===== src/rtl/ahb_ic_pkg.sv =====
// rtl/ahb_ic_pkg.sv - shared types and constants for the ahb_ic interconnect slave ports.
package ahb_ic_pkg;

  typedef enum logic [1:0] {
    ST_IDLE = 2'd0,
    ST_ADDR = 2'd1,
    ST_DATA = 2'd2
  } state_e;

  localparam logic [1:0] HTRANS_IDLE   = 2'b00;
  localparam logic [1:0] HTRANS_NONSEQ = 2'b10;

  localparam int DEF_NUM_MASTERS    = 16;
  localparam int DEF_TIMEOUT_CYCLES = 255;

endpackage


===== src/rtl/rr_pick.sv =====
// rtl/rr_pick.sv - combinational round-robin picker: first requester above last, else lowest.
module rr_pick #(
  parameter int N = 16
) (
  input  logic [N-1:0]         req_i,
  input  logic [$clog2(N)-1:0] last_i,
  output logic [N-1:0]         grant_o,
  output logic [$clog2(N)-1:0] idx_o,
  output logic                 any_o
);

  localparam int W = $clog2(N);

  logic [N-1:0] masked;
  logic         found;

  always_comb begin
    masked  = '0;
    idx_o   = '0;
    found   = 1'b0;
    any_o   = |req_i;
    for (int i = 0; i < N; i++) begin
      masked[i] = req_i[i] && (i > int'(last_i));
    end
    for (int i = 0; i < N; i++) begin
      if (!found && masked[i]) begin
        found = 1'b1;
        idx_o = W'(i);
      end
    end
    // Nothing above the pointer: wrap around to the lowest requester.
    for (int i = 0; i < N; i++) begin
      if (!found && req_i[i]) begin
        found = 1'b1;
        idx_o = W'(i);
      end
    end
    grant_o = any_o ? (N'(1) << idx_o) : '0;
  end

endmodule


===== src/rtl/ahb_slave_arbiter.sv =====
// rtl/ahb_slave_arbiter.sv - round-robin arbiter and address/data phase sequencer
// for one shared AHB slave port, with data-phase timeout.
module ahb_slave_arbiter
  import ahb_ic_pkg::*;
#(
  parameter int NUM_MASTERS    = DEF_NUM_MASTERS,
  parameter int TIMEOUT_CYCLES = DEF_TIMEOUT_CYCLES,
  localparam int MW            = $clog2(NUM_MASTERS)
) (
  input  logic                   hclk,
  input  logic                   hreset,
  input  logic [NUM_MASTERS-1:0] hreq_m,
  input  logic                   hready_s,
  input  logic                   hresp_s,
  output logic [NUM_MASTERS-1:0] hgrant_m,
  output logic                   hsel_s,
  output logic [MW-1:0]          sel_addr,
  output logic [MW-1:0]          sel_data,
  output logic [NUM_MASTERS-1:0] hready_m,
  output logic [NUM_MASTERS-1:0] hresp_m,
  output logic                   timeout
);

  localparam int CW = (TIMEOUT_CYCLES > 1) ? $clog2(TIMEOUT_CYCLES) : 1;
  localparam logic [CW-1:0] CNT_LAST = CW'((TIMEOUT_CYCLES == 0) ? 0 : TIMEOUT_CYCLES - 1);

  state_e                 state_q, state_d;
  logic [MW-1:0]          last_q, last_d;
  logic [CW-1:0]          cnt_q, cnt_d;
  logic [NUM_MASTERS-1:0] grant_q, grant_d;
  logic                   hsel_q, hsel_d;
  logic [MW-1:0]          sel_addr_q, sel_addr_d;
  logic [MW-1:0]          sel_data_q, sel_data_d;
  logic [NUM_MASTERS-1:0] hready_q, hready_d;
  logic [NUM_MASTERS-1:0] hresp_q, hresp_d;
  logic                   timeout_q, timeout_d;

  logic [NUM_MASTERS-1:0] data_onehot;
  logic [NUM_MASTERS-1:0] pick_req;
  logic [NUM_MASTERS-1:0] pick_grant;
  logic [MW-1:0]          pick_idx;
  logic                   pick_any;
  logic                   arb;

  assign data_onehot = NUM_MASTERS'(1) << sel_data_q;
  // The completing master sits out the decision made on its own completion.
  assign pick_req = (state_q == ST_DATA) ? (hreq_m & ~data_onehot) : hreq_m;

  rr_pick #(.N(NUM_MASTERS)) u_pick (
    .req_i   (pick_req),
    .last_i  (last_q),
    .grant_o (pick_grant),
    .idx_o   (pick_idx),
    .any_o   (pick_any)
  );

  always_comb begin
    state_d    = state_q;
    last_d     = last_q;
    cnt_d      = cnt_q;
    grant_d    = '0;
    hsel_d     = 1'b0;
    sel_addr_d = sel_addr_q;
    sel_data_d = sel_data_q;
    hready_d   = '0;
    hresp_d    = '0;
    timeout_d  = 1'b0;
    arb        = 1'b0;
    case (state_q)
      ST_IDLE: arb = 1'b1;
      ST_ADDR: begin
        sel_data_d = sel_addr_q;
        cnt_d      = '0;
        state_d    = ST_DATA;
      end
      ST_DATA: begin
        if (hready_s) begin
          hready_d = data_onehot;
          hresp_d  = hresp_s ? data_onehot : '0;
          arb      = 1'b1;
        end else if (TIMEOUT_CYCLES != 0 && cnt_q == CNT_LAST) begin
          hready_d  = data_onehot;
          hresp_d   = data_onehot;
          timeout_d = 1'b1;
          arb       = 1'b1;
        end else if (TIMEOUT_CYCLES != 0) begin
          cnt_d = cnt_q + CW'(1);
        end
      end
      default: state_d = ST_IDLE;
    endcase
    if (arb) begin
      if (pick_any) begin
        grant_d    = pick_grant;
        hsel_d     = 1'b1;
        sel_addr_d = pick_idx;
        last_d     = pick_idx;
        state_d    = ST_ADDR;
      end else begin
        state_d = ST_IDLE;
      end
    end
  end

  always_ff @(posedge hclk) begin
    if (hreset) begin
      state_q    <= ST_IDLE;
      last_q     <= MW'(NUM_MASTERS - 1);
      cnt_q      <= '0;
      grant_q    <= '0;
      hsel_q     <= 1'b0;
      sel_addr_q <= '0;
      sel_data_q <= '0;
      hready_q   <= '0;
      hresp_q    <= '0;
      timeout_q  <= 1'b0;
    end else begin
      state_q    <= state_d;
      last_q     <= last_d;
      cnt_q      <= cnt_d;
      grant_q    <= grant_d;
      hsel_q     <= hsel_d;
      sel_addr_q <= sel_addr_d;
      sel_data_q <= sel_data_d;
      hready_q   <= hready_d;
      hresp_q    <= hresp_d;
      timeout_q  <= timeout_d;
    end
  end

  assign hgrant_m = grant_q;
  assign hsel_s   = hsel_q;
  assign sel_addr = sel_addr_q;
  assign sel_data = sel_data_q;
  assign hready_m = hready_q;
  assign hresp_m  = hresp_q;
  assign timeout  = timeout_q;

endmodule

===== config.mk =====
export PLATFORM = sky130hd
export DESIGN_NAME = ahb_slave_arbiter
export DESIGN_NICKNAME = d
export VERILOG_FILES = /design/src/rtl/ahb_ic_pkg.sv /design/src/rtl/rr_pick.sv /design/src/rtl/ahb_slave_arbiter.sv
export SDC_FILE = /design/constraint.sdc
export NUM_CORES = 1
export LEC_CHECK = 0
export ABC_AREA = 1
export ABC_CLOCK_PERIOD_IN_PS = 2600
export CAP_MARGIN = 25
export CELL_PAD_IN_SITES_DETAIL_PLACEMENT = 0
export CELL_PAD_IN_SITES_GLOBAL_PLACEMENT = 1
export CORE_MARGIN = 4
export CORE_UTILIZATION = 32
export DETAILED_ROUTE_END_ITERATION = 16
export GPL_TIMING_DRIVEN = 0
export PLACE_DENSITY_LB_ADDON = 0.1
export SETUP_SLACK_MARGIN = 0.4
export SLEW_MARGIN = 30
export SYNTH_ARGS = -nofsm -noshare
export SYNTH_HDL_FRONTEND = slang
export SYNTH_SLANG_ARGS = --single-unit
export TNS_END_PERCENT = 50

===== constraint.sdc =====
create_clock -name hclk -period 2.6 [get_ports hclk]
set_input_delay 0.39 -clock hclk [delete_from_list [all_inputs] [get_ports hclk]]
set_output_delay 0.39 -clock hclk [all_outputs]
set_load 0.01 [all_outputs]

-- Word-level counts from Yosys, hierarchy flattened
Index checks and enable logic that the tools add are counted.
- register bits: 72
- output and inout port bits: 58
- shift operators: 2
- add/sub/neg operators: 1
- reduce and logical (&&, ||, !) cells: 85
- mux-type cells: 76
- bitwise logic cells: 5
- equality and inequality tests: 6
- magnitude comparators: 15
- operators with widths (kind ; number):
    2-to-1 mux 4 bit ; 30
    2-to-1 mux 16 bit ; 5
    logical AND 1 bit ; 45
    2-to-1 mux 1 bit ; 35
    greater-than comparator 4 bit, first input constant ; 8
    left shift 1 x 4 -> 16 bit, first input constant ; 2
    logical NOT 1 bit ; 30
    AND 16 bit ; 1
    greater-than comparator 3 x 4 -> 1 bit, first input constant ; 4
    2-to-1 mux 8 bit ; 2
    inverter 16 bit ; 1
    case mux 8 bit (2 select lines) ; 1
    OR reduction 16 bit ; 1
    adder 8 x 1 -> 8 bit, second input constant ; 1
    equality test 8 bit, second input constant ; 1
    greater-than comparator 2 x 4 -> 1 bit, first input constant ; 2
    OR reduction 2 bit ; 3
    OR reduction 3 bit ; 2
    greater-than comparator 1 x 4 -> 1 bit, first input constant ; 1
    != test 2 bit, second input constant ; 2
    case mux 2 bit (2 select lines) ; 1
    inverter 1 bit ; 3
    AND reduction 3 bit ; 1
    equality test 2 x 1 -> 1 bit, second input constant ; 1
    7 further kinds ; 7

-- Longest topological paths before layout
- word-level depth: 97
- depth in mapped cells: 22
- depth with buffers taken out: 22

-- Cells and area by module
From an unflattened synthesis, not the netlist that was laid out.
- cell total of the unflattened synthesis: 513
- area, all modules: 3719.8 um^2
- by module, submodules not included (module ; sequential area each (um^2) ; instances ; area an instance (um^2) ; cells each):
    ahb_slave_arbiter ; 1441.4 ; 1 ; 2676.3 ; 313
    rr_pick ; 0.0 ; 1 ; 1043.5 ; 200

-- Least setup slack after synthesis
OpenSTA, ideal clock, no wires.
- kind: register to register
- start: reg sel_data_q[2], in the netlist sel_data[2]
- end: reg grant_q[1], in the netlist hgrant_m[1]
- arrival: 2.438 ns
- setup slack: 0.037 ns
- required time: 2.476 ns
- clock period less this slack: 2.563 ns
- stages on the path, launching flop included: 20
- cells stage by stage: dfxtp_1 buf_4 nand3_1 nor2_1 nand2_1 nand2_1 or2_2 nand4_1 nor2_1 nand4_1 nor2_2 nand4_1 nor2_2 nand4_2 nor3_2 o41ai_1 nand2_2 inv_2 nand3_1 nor2_1
- longest elaborated chain between the ends: 97
- elaborated cells on any way between the ends: 144
- classes of those cells: shift: 2; mux: 62; bitwise: 3; reduce/logical: 77
- ends and longest elaborated chain (what ; line ; source):
    start: declaration ; ahb_slave_arbiter.sv:33 ; logic [MW-1:0] sel_data_q, sel_data_d;
    start signal: assignment ; ahb_slave_arbiter.sv:124 ; sel_data_q <= sel_data_d;
    left shift 1 x 4 -> 16 bit (*) ; ahb_slave_arbiter.sv:45 ; assign data_onehot = NUM_MASTERS'(1) << sel_data_q;
    inverter 16 bit (*) ; ahb_slave_arbiter.sv:47 ; assign pick_req = (state_q == ST_DATA) ? (hreq_m & ~data_onehot) : hreq_m;
    AND 16 bit (*) ; ahb_slave_arbiter.sv:47 ;
    2-to-1 mux 16 bit (*) ; ahb_slave_arbiter.sv:47 ;
    logical AND 1 bit ; rr_pick.sv:23 ; masked[i] = req_i[i] && (i > int'(last_i));
    2-to-1 mux 1 bit ; rr_pick.sv:26 ; if (!found && masked[i]) begin
    logical NOT 1 bit ; rr_pick.sv:26 ;
    logical AND 1 bit ; rr_pick.sv:26 ;
    [... 81 more ...] ; n/a ;
    2-to-1 mux 1 bit ; rr_pick.sv:33 ; if (!found && req_i[i]) begin
    logical NOT 1 bit ; rr_pick.sv:33 ;
    logical AND 1 bit ; rr_pick.sv:33 ;
    2-to-1 mux 1 bit ; rr_pick.sv:33 ;
    logical NOT 1 bit ; rr_pick.sv:33 ;
    logical AND 1 bit ; rr_pick.sv:33 ;
    2-to-1 mux 4 bit ; rr_pick.sv:33 ;
    left shift 1 x 4 -> 16 bit ; rr_pick.sv:38 ; grant_o = any_o ? (N'(1) << idx_o) : '0;
    end signal: assignment ; ahb_slave_arbiter.sv:121 ; grant_q <= grant_d;
    end: declaration ; ahb_slave_arbiter.sv:30 ; logic [NUM_MASTERS-1:0] grant_q, grant_d;
Mark *: on every way between the ends. The rest lies on a longest branch, timed or not.
A chain may end at the register's enable or synchronous reset.

-- Final worst setup path
- start: reg state_q[1]
- end: reg grant_q[2], in the netlist hgrant_m[2]
- longest elaborated chain between the ends: 95
- elaborated cells on any way between the ends: 145
- classes of those cells: eq/ne: 1; shift: 1; mux: 63; bitwise: 2; reduce/logical: 78
- ends and longest elaborated chain (what ; line ; source):
    start: declaration ; ahb_slave_arbiter.sv:27 ; state_e state_q, state_d;
    start signal: assignment ; ahb_slave_arbiter.sv:118 ; state_q <= state_d;
    equality test 2 bit ; ahb_slave_arbiter.sv:47, ahb_slave_arbiter.sv:69 ;
    2-to-1 mux 16 bit ; ahb_slave_arbiter.sv:47 ;
    logical AND 1 bit ; rr_pick.sv:23 ;
    2-to-1 mux 1 bit ; rr_pick.sv:26 ;
    logical NOT 1 bit ; rr_pick.sv:26 ;
    logical AND 1 bit ; rr_pick.sv:26 ;
    2-to-1 mux 1 bit ; rr_pick.sv:26 ;
    logical NOT 1 bit ; rr_pick.sv:26 ;
    [... 79 more ...] ; n/a ;
    2-to-1 mux 1 bit ; rr_pick.sv:33 ;
    logical NOT 1 bit ; rr_pick.sv:33 ;
    logical AND 1 bit ; rr_pick.sv:33 ;
    2-to-1 mux 1 bit ; rr_pick.sv:33 ;
    logical NOT 1 bit ; rr_pick.sv:33 ;
    logical AND 1 bit ; rr_pick.sv:33 ;
    2-to-1 mux 4 bit ; rr_pick.sv:33 ;
    left shift 1 x 4 -> 16 bit ; rr_pick.sv:38 ;
Several ways; a longest one is shown, not always the timed one.

==> impl_metrics.tcl <==
set metrics [dict create \
    coreArea_sq_um 10300 \
    arrival_ns 3.20 \
    area_delta_synth_final_pct 57.3 \
    clkLatencyLatePin_ns 0.35 \
    ant_nets 0 \
    start_util_pct 32.6 \
    antenna_found_initial 0 \
    cts_hold_buf 0 \
    ys_ff_latch 72 \
    hold_end "cnt_q[5]" \
    cp-startpoint "state_q[1]" \
    multi_input_area_sq_um 1990 \
    clock_skew_ns 0.0171 \
    path_cells "inv_2 > nor2_4 > buf_12 > buf_6 > a21boi_4 > nand2_2 > nand4_1 > buf_4 > buf_4 > buf_4 > nor2_1 > inv_1 > nand4_1 > a21oi_2 > nand2_1 > nor2_1 > nand3_1 > nor2_2 > nand3_2 > nor3_4 > nand3_2 > nor2_1" \
    grt_remaining_overflow 0 \
    min_path_type "reg2reg" \
    cp_slowest_cell "dfxtp_2" \
    startpoint_type "flop" \
    yosysSeqAreaShare_pct 43.0 \
    grt_pass1_wl_um 16900 \
    cts.sinks 72 \
    syn_nets 495 \
    tightest_slew_ns 0.591 \
    synth.most_common_cell "nor2_1" \
    hpwl_um 7900 \
    p_seq_share_pct 30.5 \
    r2r_slack_ns -0.32 \
    drv_cap 0 \
    grt_max_degree 16 \
    power_density_nw_per_um2 828 \
    power_switching_w 0.00192 \
    dieArea_sq_um 12200 \
    syn_area_sq_um 3350 \
    routed_wirelength_um 10500 \
    rsz0062_at_grt "yes" \
    comb_power_share_pct 50.1 \
    io_buffer_count 77 \
    io-pin-count 78 \
    finalCritPeriodShare_pct 112 \
    min_from "cnt_q[5]" \
    clkTransAtPathRegs_ns 0.09 \
    max-slew-margin-rel_pct 60.1 \
    finalHoldViolCount 0 \
    yosysTopAreaCell "dfxtp_1" \
    grt_usage_pct 18.2 \
    finalNonFillerCells 735 \
    fillers 1055 \
    drc_errors 0 \
    timing.final.crit_period_ns 2.92 \
    whs_path_depth 2 \
    yosys-top-cells-area "dfxtp_1 (43%), nor2_1 (9.7%), inv_1 (8.8%)" \
    setup-violations-final 24 \
    syn-mean-instance-area_sq_um 7.08 \
    wl_per_cell_um 14.3 \
    violations "negative setup slack" \
    layout.nets 616 \
    routabilityCongestion 0.854 \
    synth_edf_count 0 \
    synth_warnings 0 \
    cts_tree "yes" \
    fmax_mhz 343 \
    cts_inserted_buffers 9 \
    r2r_cells 22 \
    final_util_pct 51.3 \
    slew_viol_final 0 \
    vdd_drop_max_mv 0.533 \
    async_flop_share_pct 0 \
    grt_pass1_vias 3457 \
    first_iter_violations 134 \
    path_class "reg2reg" \
    crit_fanout 6 \
    place_inst 686 \
    cp-end-kind "flop" \
    dieWidth_um 110 \
    drive_above_1_share_pct 27.7 \
    num_vias 3481 \
    intPower_w 0.00245 \
    h-tree-depth 3 \
    status "finished with violations" \
    synth.top_cell.area_share_pct 43.0 \
    antenna_cells 0 \
    crit_required_ns 2.89 \
    ys_top_cells_by_count "nor2_1 (87), inv_1 (79), dfxtp_1 (72), nand2_1 (58), nand3_1 (29)" \
    rows 37 \
    die_h_um 110 \
    p_sw_share_pct 43.9 \
    slowest_delay_ns 0.33 \
    clockBufferDepth 2 \
    rr_endpoint "hgrant_m[2]" \
    ys_types 35 \
    worst_slack_ns -0.315 \
    synth_cells 473 \
    via_per_inst 4.74 \
    ys.flop_type "dfxtp_1" \
    rr_startpoint "state_q[1]" \
    register_area_sq_um 1460 \
    cts-root-buf "clkbuf_8" \
    fin_total_pwr_w 0.00436 \
    dr.pass1.iters 4 \
    clock_power_share_pct 19.3 \
    p_leak_nw 2.18 \
]
cells in the final DEF (no fill, tap or decap), drive strengths merged, types with 3 or more instances in the layout:
cell type / n
nand2: 63
o21ai: 27
dfxtp: 72
nand4: 26
clkdlybuf4s50: 77
clkinvlp: 4
a21oi: 21
o41ai: 3
buf: 34
inv: 90
clkbuf: 14
nor3: 19
o2111ai: 4
nor2: 99
nand3: 33
sequential cells by signal (all words and copies together) (netlist names):
signal,cells
last_q,4
state_q,2
hready_m,16
sel_data,4
hsel_s,1
hgrant_m,16
hresp_m,16
timeout,1
sel_addr,4
cnt_q,8
critical path: cells and delay by family, from the launching register on:
kind | cells | cell delay [ns]
simple gates | 13 | 1.48
compound gates | 2 | 0.35
buf+inv | 7 | 0.68
flops | 1 | 0.33
kinds of logic after synthesis:
kind of cell    count (synthesis)  share of synthesized area, %
compound gates                 58                          10.0
xor+xnor                        2                         0.523
fa+ha+maj                       2                         0.747
buf+inv                        94                          11.1
flops                          72                          43.0
simple gates                  245                          34.7
layout make-up:
cell class / count / share of cell area (%)
inverters: 87 / 6.65
multi-input cells: 308 / 37.8
plain buffers: 7 / 1.02
flip-flops and latches: 72 / 27.7
well taps: 136 / 3.23
clock inverters: 7 / 1.14
clock buffers: 9 / 2.35
repair buffers: 109 / 20.2
per-stage QoR:
step	TNS (ns)	worst slack [ns]	cell area [sq um]	hold WS (ns)
3_5_place_dp	-14.26	-0.759	4310	0.464
4_1_cts	-6.44	-0.306	5050	0.478
3_3_place_gp	-14.62	-0.772	4310	0.454
6_report	-6.17	-0.315	5270	0.483
5_1_grt	-12.72	-0.591	5270	0.491
2_1_floorplan	0	0.0896	3370	0.441
power by group through the flow:
stage,Sequential (W),Clock [W],Combinational [W]
after CTS,0.00132,0.000867,0.00203
final,0.00133,0.000844,0.00219
after global routing,0.00135,0.000926,0.00240
after detailed placement,0.00134,0,0.00159
after global placement,0.00134,0,0.00159
after floorplan,0.00136,0,0.00102
timing repair:
action,4_1_cts,5_1_grt
resized for setup,85,47
pin swaps,31,18
setup buffers,25,5
endpoints found under the hold margin,0,0
setup endpoints to repair,36,45
gates cloned,2,1
routing by layer:
layer | vias up | GRT usage [%] | routed length (um)
met5 | - | 0 | 0
met4 | 0 | 4.84 | 121
met3 | 11 | 3.55 | 484
met2 | 77 | 30.1 | 4890
met1 | 1614 | 24.2 | 4990
li1 | 1779 | - | -
how the worst max path moves through the flow:
stage / slack [ns] / endpoint / cells after the start
6_report: -0.32 / hgrant_m[2] / 22
5_1_grt: -0.59 / hgrant_m[1] / 20
4_1_cts: -0.31 / hgrant_m[9] / 20
3_5_place_dp: -0.76 / hgrant_m[2] / 16
3_3_place_gp: -0.77 / hgrant_m[2] / 16
2_1_floorplan: 0.09 / hgrant_m[1] / 20
Power figures use the tool's default switching activity.
